File: src/rtl/l2_stats_collector_if.sv
// Snapshot dump stream for l2_stats_collector: tagged counter words under valid/ready.
// The producer drives valid/id/data and the consumer drives ready.
interface l2_stats_collector_if #(
    parameter int unsigned COUNT_WIDTH = 32
);
    logic                   dump_valid;
    logic                   dump_ready;
    logic [2:0]             dump_id;
    logic [COUNT_WIDTH-1:0] dump_data;

    modport master (
        output dump_valid,
        output dump_id,
        output dump_data,
        input  dump_ready
    );

    modport slave (
        input  dump_valid,
        input  dump_id,
        input  dump_data,
        output dump_ready
    );
endinterface

File: src/rtl/l2_stats_collector.sv
// Saturating hit/miss/read/write event counters with a serial snapshot dump port.
// Define L2_STATS_TOTAL_EN to append a fifth word (id 4) carrying saturated HIT + MISS.
module l2_stats_collector #(
    parameter int unsigned COUNT_WIDTH = 32
) (
    input  logic                 clock,
    input  logic                 reset,
    input  logic                 hit,
    input  logic                 miss,
    input  logic                 read,
    input  logic                 write,
    input  logic                 clear,
    input  logic                 dump_req,
    l2_stats_collector_if.master dump,
    output logic                 busy,
    output logic [3:0]           overflow
);

`ifdef L2_STATS_TOTAL_EN
    localparam int unsigned NumWords = 5;
`else
    localparam int unsigned NumWords = 4;
`endif
    localparam logic [2:0] LastId = 3'(NumWords - 1);

    typedef enum logic [0:0] {
        StIdle,
        StSend
    } state_e;

    state_e state_q, state_d;

    logic [COUNT_WIDTH-1:0] cnt_q    [4];
    logic [COUNT_WIDTH-1:0] cnt_d    [4];
    logic [COUNT_WIDTH-1:0] cnt_post [4];
    logic [3:0]             ovf_q, ovf_d, ovf_post, strobe;

    logic [COUNT_WIDTH-1:0] shadow_q [NumWords];
    logic [COUNT_WIDTH-1:0] shadow_d [NumWords];
    logic [COUNT_WIDTH-1:0] snap     [NumWords];

    logic [2:0]             id_q, id_d, id_next;
    logic [COUNT_WIDTH-1:0] data_q, data_d, sel_data;
    logic                   capture, accept, last;

`ifdef L2_STATS_TOTAL_EN
    logic [COUNT_WIDTH:0]   total_sum;
`endif

    // Live counters: cnt_post is the value including this cycle's strobes, before clear.
    always_comb begin
        strobe = {write, read, miss, hit};
        for (int i = 0; i < 4; i++) begin
            if (strobe[i] && (cnt_q[i] != '1)) begin
                cnt_post[i] = cnt_q[i] + COUNT_WIDTH'(1);
            end else begin
                cnt_post[i] = cnt_q[i];
            end
            ovf_post[i] = ovf_q[i] | (strobe[i] & (cnt_q[i] == '1));
            cnt_d[i]    = clear ? '0 : cnt_post[i];
        end
        ovf_d = clear ? 4'b0000 : ovf_post;
    end

    always_comb begin
        for (int i = 0; i < 4; i++) begin
            snap[i] = cnt_post[i];
        end
`ifdef L2_STATS_TOTAL_EN
        total_sum = {1'b0, cnt_post[0]} + {1'b0, cnt_post[1]};
        snap[4]   = total_sum[COUNT_WIDTH] ? '1 : total_sum[COUNT_WIDTH-1:0];
`endif
    end

    assign capture = (state_q == StIdle) && dump_req;
    assign accept  = (state_q == StSend) && dump.dump_ready;
    assign last    = (id_q == LastId);
    assign id_next = id_q + 3'd1;

    // FSM: state register
    always_ff @(posedge clock or posedge reset) begin
        if (reset) begin
            state_q <= StIdle;
        end else begin
            state_q <= state_d;
        end
    end

    // FSM: next state
    always_comb begin
        state_d = state_q;
        unique case (state_q)
            StIdle: begin
                if (dump_req) begin
                    state_d = StSend;
                end
            end
            StSend: begin
                if (accept && last) begin
                    state_d = StIdle;
                end
            end
            default: state_d = StIdle;
        endcase
    end

    // FSM: outputs
    always_comb begin
        dump.dump_valid = (state_q == StSend);
        busy            = (state_q == StSend);
        dump.dump_id    = id_q;
        dump.dump_data  = data_q;
        overflow        = ovf_q;
    end

    always_comb begin
        sel_data = '0;
        for (int i = 0; i < NumWords; i++) begin
            if (id_next == 3'(i)) begin
                sel_data = shadow_q[i];
            end
        end
    end

    // Shadow and output word registers; the word is preloaded so id/data stay registered.
    always_comb begin
        for (int i = 0; i < NumWords; i++) begin
            shadow_d[i] = capture ? snap[i] : shadow_q[i];
        end
        id_d   = id_q;
        data_d = data_q;
        if (capture) begin
            id_d   = 3'd0;
            data_d = snap[0];
        end else if (accept) begin
            if (last) begin
                id_d   = 3'd0;
                data_d = '0;
            end else begin
                id_d   = id_next;
                data_d = sel_data;
            end
        end
    end

    always_ff @(posedge clock or posedge reset) begin
        if (reset) begin
            for (int i = 0; i < 4; i++) begin
                cnt_q[i] <= '0;
            end
            for (int i = 0; i < NumWords; i++) begin
                shadow_q[i] <= '0;
            end
            ovf_q  <= 4'b0000;
            id_q   <= 3'd0;
            data_q <= '0;
        end else begin
            for (int i = 0; i < 4; i++) begin
                cnt_q[i] <= cnt_d[i];
            end
            for (int i = 0; i < NumWords; i++) begin
                shadow_q[i] <= shadow_d[i];
            end
            ovf_q  <= ovf_d;
            id_q   <= id_d;
            data_q <= data_d;
        end
    end

endmodule
File: src/flat_wrapper.sv
// flat-port wrapper written by rule: the top's interface ports become plain ports
module l2_stats_collector_flat 
#(
    parameter int unsigned COUNT_WIDTH = 32
)
  (clock, reset, hit, miss, read, write, clear, dump_req, busy, overflow, dump_dump_valid, dump_dump_id, dump_dump_data, dump_dump_ready);
  l2_stats_collector_if #(.COUNT_WIDTH(COUNT_WIDTH)) dump_i ();
  input  logic clock;
  input  logic reset;
  input  logic hit;
  input  logic miss;
  input  logic read;
  input  logic write;
  input  logic clear;
  input  logic dump_req;
  output logic busy;
  output logic [3:0] overflow;
  output wire logic [$bits(dump_i.dump_valid)-1:0] dump_dump_valid;
  output wire logic [$bits(dump_i.dump_id)-1:0] dump_dump_id;
  output wire logic [$bits(dump_i.dump_data)-1:0] dump_dump_data;
  input wire logic [$bits(dump_i.dump_ready)-1:0] dump_dump_ready;
  assign dump_dump_valid = dump_i.dump_valid;
  assign dump_dump_id = dump_i.dump_id;
  assign dump_dump_data = dump_i.dump_data;
  assign dump_i.dump_ready = dump_dump_ready;
  l2_stats_collector #(.COUNT_WIDTH(COUNT_WIDTH)) u_core (.clock(clock), .reset(reset), .hit(hit), .miss(miss), .read(read), .write(write), .clear(clear), .dump_req(dump_req), .dump(dump_i), .busy(busy), .overflow(overflow));
endmodule
File: config.mk
export PLATFORM = sky130hd
export DESIGN_NAME = l2_stats_collector_flat
export DESIGN_NICKNAME = d
export VERILOG_FILES = /design/src/rtl/l2_stats_collector_if.sv /design/src/rtl/l2_stats_collector.sv /design/src/flat_wrapper.sv
export SDC_FILE = /design/constraint.sdc
export NUM_CORES = 1
export LEC_CHECK = 0
export CORE_MARGIN = 2
export CORE_UTILIZATION = 45
export CTS_CLUSTER_DIAMETER = 100
export DETAILED_ROUTE_END_ITERATION = 6
export GPL_ROUTABILITY_DRIVEN = 0
export REMOVE_ABC_BUFFERS = 1
export SLEW_MARGIN = 0
export SYNTH_ARGS = -nofsm -noshare
export SYNTH_HDL_FRONTEND = slang
export SYNTH_SLANG_ARGS = --single-unit
File: constraint.sdc
create_clock -name clock -period 10.54 [get_ports clock]
set_input_delay 1.581 -clock clock [delete_from_list [all_inputs] [get_ports clock]]
set_output_delay 1.581 -clock clock [all_outputs]
set_load 0.02 [all_outputs]
* After elaboration in Yosys (flattened, before gate mapping) *
Index checks and enable logic that the tools add are counted.

storage, ports and cells
  register bits = 296
  bits of input ports = 9

operators by class
  add/sub/neg operators = 5
  eq/ne operators = 12
  muxes and demuxes = 22
  bitwise logic cells = 9
  reductions and logical operators = 9

operator list
  operator                                                         count
  32-bit two-way mux                                               15
  32-bit by 1-bit adder with 32-bit output, second input constant  4
  32-bit == test, second input constant                            4
  32-bit inequality test, second input constant                    4
  3-bit by 2-bit == test with 1-bit output, second input constant  3
  3-bit two-way mux                                                3
  1-bit logical AND                                                7
  1-bit bitwise AND                                                4
  4-bit two-way mux                                                1
  1-bit OR                                                         4
  3-bit by 1-bit adder with 3-bit output, second input constant    1
  3-bit by 1-bit == test with 1-bit output, second input constant  1
  3-bit zero test                                                  1
  1-bit two-way mux                                                2
  1-bit case mux with 2 select lines                               1
  2-bit nonzero test                                               1
  1-bit NOT                                                        1

* Longest topological paths before layout *
Gate-level depths: netlist (run 1).

  depth in word-level cells = 9
  depth in mapped cells = 9
  depth with buffers taken out = 8

* Worst setup path after synthesis (run 1) *
OpenSTA, ideal clock, no wires.

  kind = input to register
  start = input read
  end = register u_core.shadow_q[41] (netlist bit)
  setup time = 133 ps
  arrival time = 3,011 ps
  data required time = 10,407 ps
  path slack = 7,396 ps
  cell stages on the path = 6
  path through = clkbuf_1 inv_1 or2_2 or4b_2 xor2_1 o21ai_0

on the way
  cells in the longest elaborated chain, start to end = 2

RTL lines
  element                         line                       text
  start: declaration              flat_wrapper.sv:12         input logic read;
  1-bit logical AND               l2_stats_collector.sv:54   if (strobe[i] && (cnt_q[i] != '1)) begin
  32-bit two-way mux              l2_stats_collector.sv:54
  end signal: indexed assignment  l2_stats_collector.sv:162  shadow_q[i] <= shadow_d[i];
  end: declaration                l2_stats_collector.sv:38   logic [COUNT_WIDTH-1:0] shadow_q [NumWords];

Every way passes these cells.
A chain may end at the register's enable or synchronous reset.

* Final worst setup path (run 1) *
  start = input dump_req
  end = register u_core.data_q[3] (netlist: u_core.dump.dump_data[3])

on the way
  cells in the longest elaborated chain, start to end = 2

RTL lines
  element                                                          line                       text
  start: declaration                                               flat_wrapper.sv:15         input logic dump_req;
  1-bit logical AND (*)                                            l2_stats_collector.sv:75   assign capture = (state_q == StIdle) && dump_req;
  32-bit two-way mux / 2-bit nonzero test (equally long branches)  --
  end signal: assignment                                           l2_stats_collector.sv:166  data_q <= data_d;
  end: declaration                                                 l2_stats_collector.sv:43   logic [COUNT_WIDTH-1:0] data_q, data_d, sel_data;

Every way passes the cells marked *; elsewhere a longest branch is shown, timed or not.

==> flow_summary_export.csv, run 1 <==
group,metric,value,unit
outcome,status,"finished, final reports clean",
placement,dp_slack,6360,ps
synthesis,synth-xor-area-share,7.37,%
routing,drt-pass1-iter-count,7,
synthesis,synth-edff-count,0,
synthesis,ys_async_sr_fraction,100,%
synthesis,yosys_most_used_dff,"dfrtp_1",
clock_tree,clk_pin_slew,60,ps
worst_hold_path,hp-class,"flip-flop to flip-flop",
synthesis,synth_top_family_by_area,"simple AND/OR/NAND/NOR gates",
synthesis,synth_compound_area_share,11.9,%
placement,dpl.cell_count,1848,
synthesis,syn_area,0.0138,mm²
clock_tree,cts_buffers,34,
floorplanning,core,0.0303,mm²
placement,io_buffers,49,
pwr,ir_worst_vdd,0.138,mV
setup_path,reg2reg_depth,4,
pwr,power_density,209,mW/mm²
finish,drive_gt1_share,5.76,%
floorplanning,start_util,45.4,%
grt,grt_pass1_vias,10500,
clock_tree,ctsResizeCount,0,
floorplanning,design.die.area,0.0320,mm²
grt,grt_start_max_net_pins,173,
clock_tree,cts_sinks,296,
routing,post_drt_wl_per_cell,18.2,µm
finish,final_nets,1508,
floorplanning,fp.dieH,179,µm
grt,grt_usage,22.8,%
synthesis,ys_top_cells_by_count,"dfrtp_1 (296), nand2_1 (234), nor2_1 (210)",
floorplanning,io_pins,50,
finish,seqCellArea,0.00741,mm²
synthesis,synthMuxAreaShare,0.436,%
routing,via_count,10700,
finish,multi_input_area,0.00597,mm²
finish,fillers,2831,
synthesis,synth-simple-area-share,22.5,%
synthesis,yosysUniqueCellTypes,57,
clock_tree,ctsHoldBuffers,0,
synthesis,avgSynthCellArea,9.34,µm²
setup_path,critPathLaunchType,"input pin",
synthesis,yosysMostFrequentCell,"dfrtp_1",
setup_path,worstReg2RegStart,"u_core.busy",
timing,grt_setup_unrepaired,"false",
synthesis,yosys.area.top_type_share,53.7,%
floorplanning,num_rows,64,
routing,detail_route.wirelength,34.8,mm
timing,maxSlewViolCount,0,
clock_tree,clk_path_buf_depth,3,
finish,n_antenna_cell,0,
routing,ant_nets,0,
timing,fin_crit,3650,ps
timing,max_freq,274,MHz
setup_path,end_kind,"flip-flop",
synthesis,ys_warn_count,0,
finish,area_growth,14.0,%
setup_path,cp.required,10930,ps
floorplanning,fp.dieW,179,µm
clock_tree,clk_latency,510,ps
finish,finalNonFillerCells,1907,
setup_path,arrival,4040,ps
routing,drc_errors,0,
timing,hold_viol,0,
timing,fin_crit_sh,34.6,%
clock_tree,htreeDepth,2,
synthesis,yosysTopAreaCell,"dfrtp_1",
setup_path,reg2reg_slack,7790,ps
timing,report.final.setup_viol,0,
timing,setup_tns,0,ps
setup_path,crit_start,"dump_req",
setup_path,critPathKind,"input pin to flip-flop",
synthesis,synth.area.top_cells,"dfrtp_1 (54%), nand2_1 (6.4%), nor2_1 (5.7%)",
placement,dp_hpwl,23.1,mm
clock_tree,cts_setup_buffers,0,
grt,grt_pass1_wl,57.0,mm
setup_path,r2r-end,"u_core.dump.dump_data[3]",
setup_path,critPathMaxFanout,118,
grt,antenna_found_initial,0,
synthesis,synth_fa_ha_area_share,0.999,%
routing,dr.first_iter.drc_count,965,
synthesis,ys_seq_area_share,53.7,%
clock_tree,cts_tree,"done",
timing,clock_skew,10.4,ps
grt,grt_overflow,0,
synthesis,yosys_register_bits,296,
timing,fin_ws,6890,ps
synthesis,syn_inst,1475,
timing,relSlewSlack,20.7,%
clock_tree,cts_root_buf,"clkbuf_16",
timing,worst_slew_pin_slew,1190,ps
job,maxCapViolations,0,
pwr,p_leak,6.51,nW
setup_path,cp-endpoint,"u_core.dump.dump_data[3]",
timing,holdWs,479,ps
routing,viasPerCell,5.62,
## layout by cell type, fill, tap and decap left out, types with 23 or more instances in the layout
cell type,instances
a311oi_1,30
xor2_1,46
o221ai_1,23
nor3_1,31
nor2_1,210
xnor2_1,70
o21ai_0,136
nand2_1,234
clkbuf_16,37
nand3_1,75
dfrtp_1,296
clkdlybuf4s50_1,48
nand4_1,29
a21oi_1,41
## registers in the layout, summed over array words and instances (netlist names)
name	cells
u_core.busy	1
u_core.cnt_q	128
u_core.dump.dump_data	32
u_core.dump.dump_id	3
u_core.overflow	4
u_core.shadow_q	128
## layer usage
metal / track usage (%) / wire (µm) / vias up
met4: 8.13 / 1130 / 0
li1: - / - / 5141
met2: 35.1 / 15800 / 283
met1: 33.0 / 16000 / 5231
met3: 3.20 / 1860 / 59
met5: 0 / 0 / -
## critical path, cell delays in order
cell             delay (ps)
clkdlybuf4s50_1         470
nand2b_4                560
buf_4                   860
nor2_1                  170
a211o_1                 310
## worst min path at each step
stage                         startpoint                    to  slack (ps)  cells after the start
floorplan           u_core.shadow_q[126]  u_core.shadow_q[126]         440                      2
CTS                  u_core.shadow_q[99]   u_core.shadow_q[99]         480                      1
finish               u_core.shadow_q[99]   u_core.shadow_q[99]         480                      1
global route         u_core.shadow_q[99]   u_core.shadow_q[99]         480                      1
detailed placement  u_core.shadow_q[126]  u_core.shadow_q[126]         460                      2
global placement    u_core.shadow_q[122]  u_core.shadow_q[122]         460                      1
## power by group
| group | internal [W] | leakage [nW] | switching (W) |
|---|---|---|---|
| registers | 0.00123 | 4.09 | 0.0000803 |
| clock network | 0.000745 | 0.574 | 0.000471 |
| logic | 0.000252 | 1.85 | 0.000507 |
## per-stage QoR
step | util (%) | cell area [µm²] | total power, W
finish | 51.8 | 15700 | 0.00329
detailed placement | 48.0 | 14600 | 0.00210
CTS | 51.8 | 15700 | 0.00332
floorplan | - | 13400 | 0.00173
global route | 51.8 | 15700 | 0.00345
global placement | 48.0 | 14600 | 0.00209
## cell families (layout without fill, tap and decap cells)
kind of cell | Yosys count | in the layout
DFF | 296 | 296
adders and majority gates | 11 | 11
xor gates and xnor gates | 116 | 116
and+or+nand+nor | 674 | 674
muxes | 6 | 6
AOI/OAI and AO/OA | 267 | 267
buffers and inverters | 105 | 141
## area by class of cell
type                       instances  area share [%]
clock inverter                    14            1.00
timing repair buffer              62            3.80
clock buffer                      45            6.40
sequential                       296            47.1
multi-input combinational       1074            38.0
tap                              396            3.15
inverter                          20           0.525
Power figures use the tool's default switching activity.
==> inputs of run 2 (changes only) <==
- clock period: 10.54 -> 3.1 ns (I/O delays scaled with it)
==> flow_summary_export.csv, run 2 (synthesis gave the netlist of run 1 again) <==
group,metric,value,unit
floorplanning,fp.dieW,179,µm
routing,viasPerCell,5.61,
clock_tree,cts_tree,"done",
clock_tree,clk_latency,510,ps
clock_tree,cts_sinks,296,
timing,fin_crit,2520,ps
finish,fillers,2859,
floorplanning,fp.dieH,179,µm
finish,n_antenna_cell,0,
floorplanning,design.die.area,0.0320,mm²
clock_tree,cts_buffers,34,
setup_path,cp.required,3480,ps
timing,hold_viol,0,
grt,antenna_found_initial,0,
setup_path,critPathKind,"flip-flop to flip-flop",
placement,dp_hpwl,24.6,mm
setup_path,worstReg2RegStart,"u_core.cnt_q[0]",
floorplanning,core,0.0303,mm²
floorplanning,num_rows,64,
timing,clock_skew,11.1,ps
pwr,p_leak,6.65,nW
job,maxCapViolations,0,
routing,drc_errors,0,
clock_tree,htreeDepth,2,
setup_path,crit_start,"u_core.cnt_q[0]",
finish,area_growth,16.0,%
outcome,status,"finished, final reports clean",
grt,grt_start_max_net_pins,81,
routing,ant_nets,0,
timing,max_freq,398,MHz
grt,grt_pass1_wl,57.1,mm
clock_tree,clk_path_buf_depth,3,
clock_tree,ctsResizeCount,0,
setup_path,cp_slowest_stage_delay,780,ps
setup_path,cp-endpoint,"u_core.shadow_q[13]",
pwr,ir_worst_vdd,0.397,mV
timing,fin_crit_sh,81.1,%
pwr,power_density,709,mW/mm²
clock_tree,ctsHoldBuffers,0,
finish,drive_gt1_share,6.91,%
floorplanning,start_util,45.4,%
finish,final_nets,1531,
finish,layout_common_cells,"dfrtp_1 (296), nand2_1 (234), nor2_1 (210), o21ai_0 (136), nand3_1 (75)",
setup_path,r2r-end,"u_core.shadow_q[13]",
timing,fin_ws,585,ps
timing,worst_slew_pin_slew,883,ps
timing,report.final.setup_viol,0,
timing,grt_setup_unrepaired,"false",
setup_path,reg2reg_depth,7,
floorplanning,io_pins,50,
clock_tree,clk_pin_slew,60,ps
timing,relSlewSlack,40.6,%
setup_path,crit_chain,"ha_1, nand3_1, or3_1, o31ai_1, nor2_1, xnor2_1, o21ai_0",
routing,dr.first_iter.drc_count,983,
routing,detail_route.wirelength,35.6,mm
grt,grt_usage,22.9,%
setup_path,critPathLaunchType,"flip-flop",
clock_tree,cts_setup_buffers,0,
grt,grt_pass1_vias,10400,
grt,grt_overflow,0,
placement,dp_slack,463,ps
routing,post_drt_wl_per_cell,18.4,µm
setup_path,arrival,2900,ps
routing,drt-pass1-iter-count,5,
setup_path,critical-path-slowest-cell,"o31ai_1",
worst_hold_path,hp-class,"input pin to asynchronous set/reset pin",
finish,final_util,52.7,%
timing,maxSlewViolCount,0,
placement,io_buffers,49,
routing,via_count,10800,
setup_path,end_kind,"flip-flop",
clock_tree,cts_root_buf,"clkbuf_16",
setup_path,reg2reg_slack,580,ps
finish,layout_commonest_cell,"dfrtp_1",
setup_path,critPathMaxFanout,6,
-- run 2: cell types whose count changed in the layout (fill, tap and decap cells not counted), sizes merged --
cell and delta:
buf +23, clkinv -5, clkinvlp -1, clkbuf +7
-- run 2: per-stage QoR --
step / instance area (µm²) / TNS (ps) / power [W] / std cells / hold slack, ps
2_1_floorplan: 13400 / -2048810 / 0.00589 / 1390 / 442
3_3_place_gp: 14800 / 0 / 0.00723 / 1871 / 462
3_5_place_dp: 14800 / 0 / 0.00725 / 1871 / 470
4_1_cts: 16000 / 0 / 0.0114 / 1931 / 470
5_1_grt: 16000 / 0 / 0.0118 / 1931 / 489
6_report: 16000 / 0 / 0.0113 / 1931 / 441
-- run 2: how the worst min path moves through the flow --
| stage | cells past startpoint | endpoint | slack, ps | startpoint |
|---|---|---|---|---|
| after CTS | 2 | u_core.cnt_q[90] | 470 | reset |
| final | 2 | u_core.cnt_q[90] | 440 | reset |
| after detailed placement | 2 | u_core.shadow_q[91] | 470 | u_core.shadow_q[91] |
| after floorplan | 2 | u_core.shadow_q[126] | 440 | u_core.shadow_q[126] |
| after global routing | 2 | u_core.cnt_q[90] | 490 | reset |
| after global placement | 2 | u_core.shadow_q[125] | 460 | u_core.shadow_q[125] |
-- run 2: where the power goes --
group / leakage (nW) / internal (W) / switching (W)
combinational: 1.99 / 0.000941 / 0.00178
clock: 0.574 / 0.00259 / 0.00157
sequential: 4.09 / 0.00418 / 0.000269
total: 6.65 / 0.00771 / 0.00362
-- run 2: cell type report --
cell class	instances	area [µm²]	share of cell area (%)
clock buffer	52	1050	6.58
inverter	20	82.6	0.517
sequential	296	7410	46.3
timing repair buffer	85	858	5.37
tap	396	495	3.10
multi-input combinational	1074	5970	37.4
clock inverter	8	118	0.736
-- run 2: layer usage --
layer,GRT usage [%],share of wire (%)
met5,0,0
met4,7.42,3.1
met3,3.07,4.3
met2,35.9,46
met1,32.8,46
-- run 2: worst max-delay path: cells and delay by family (launching register included) --
kind	cells	cell delay (ps)
DFF	1	410
AOI/OAI and AO/OA	2	890
and+or+nand+nor	3	620
adders and majority gates	1	200
xor gates and xnor gates	1	270
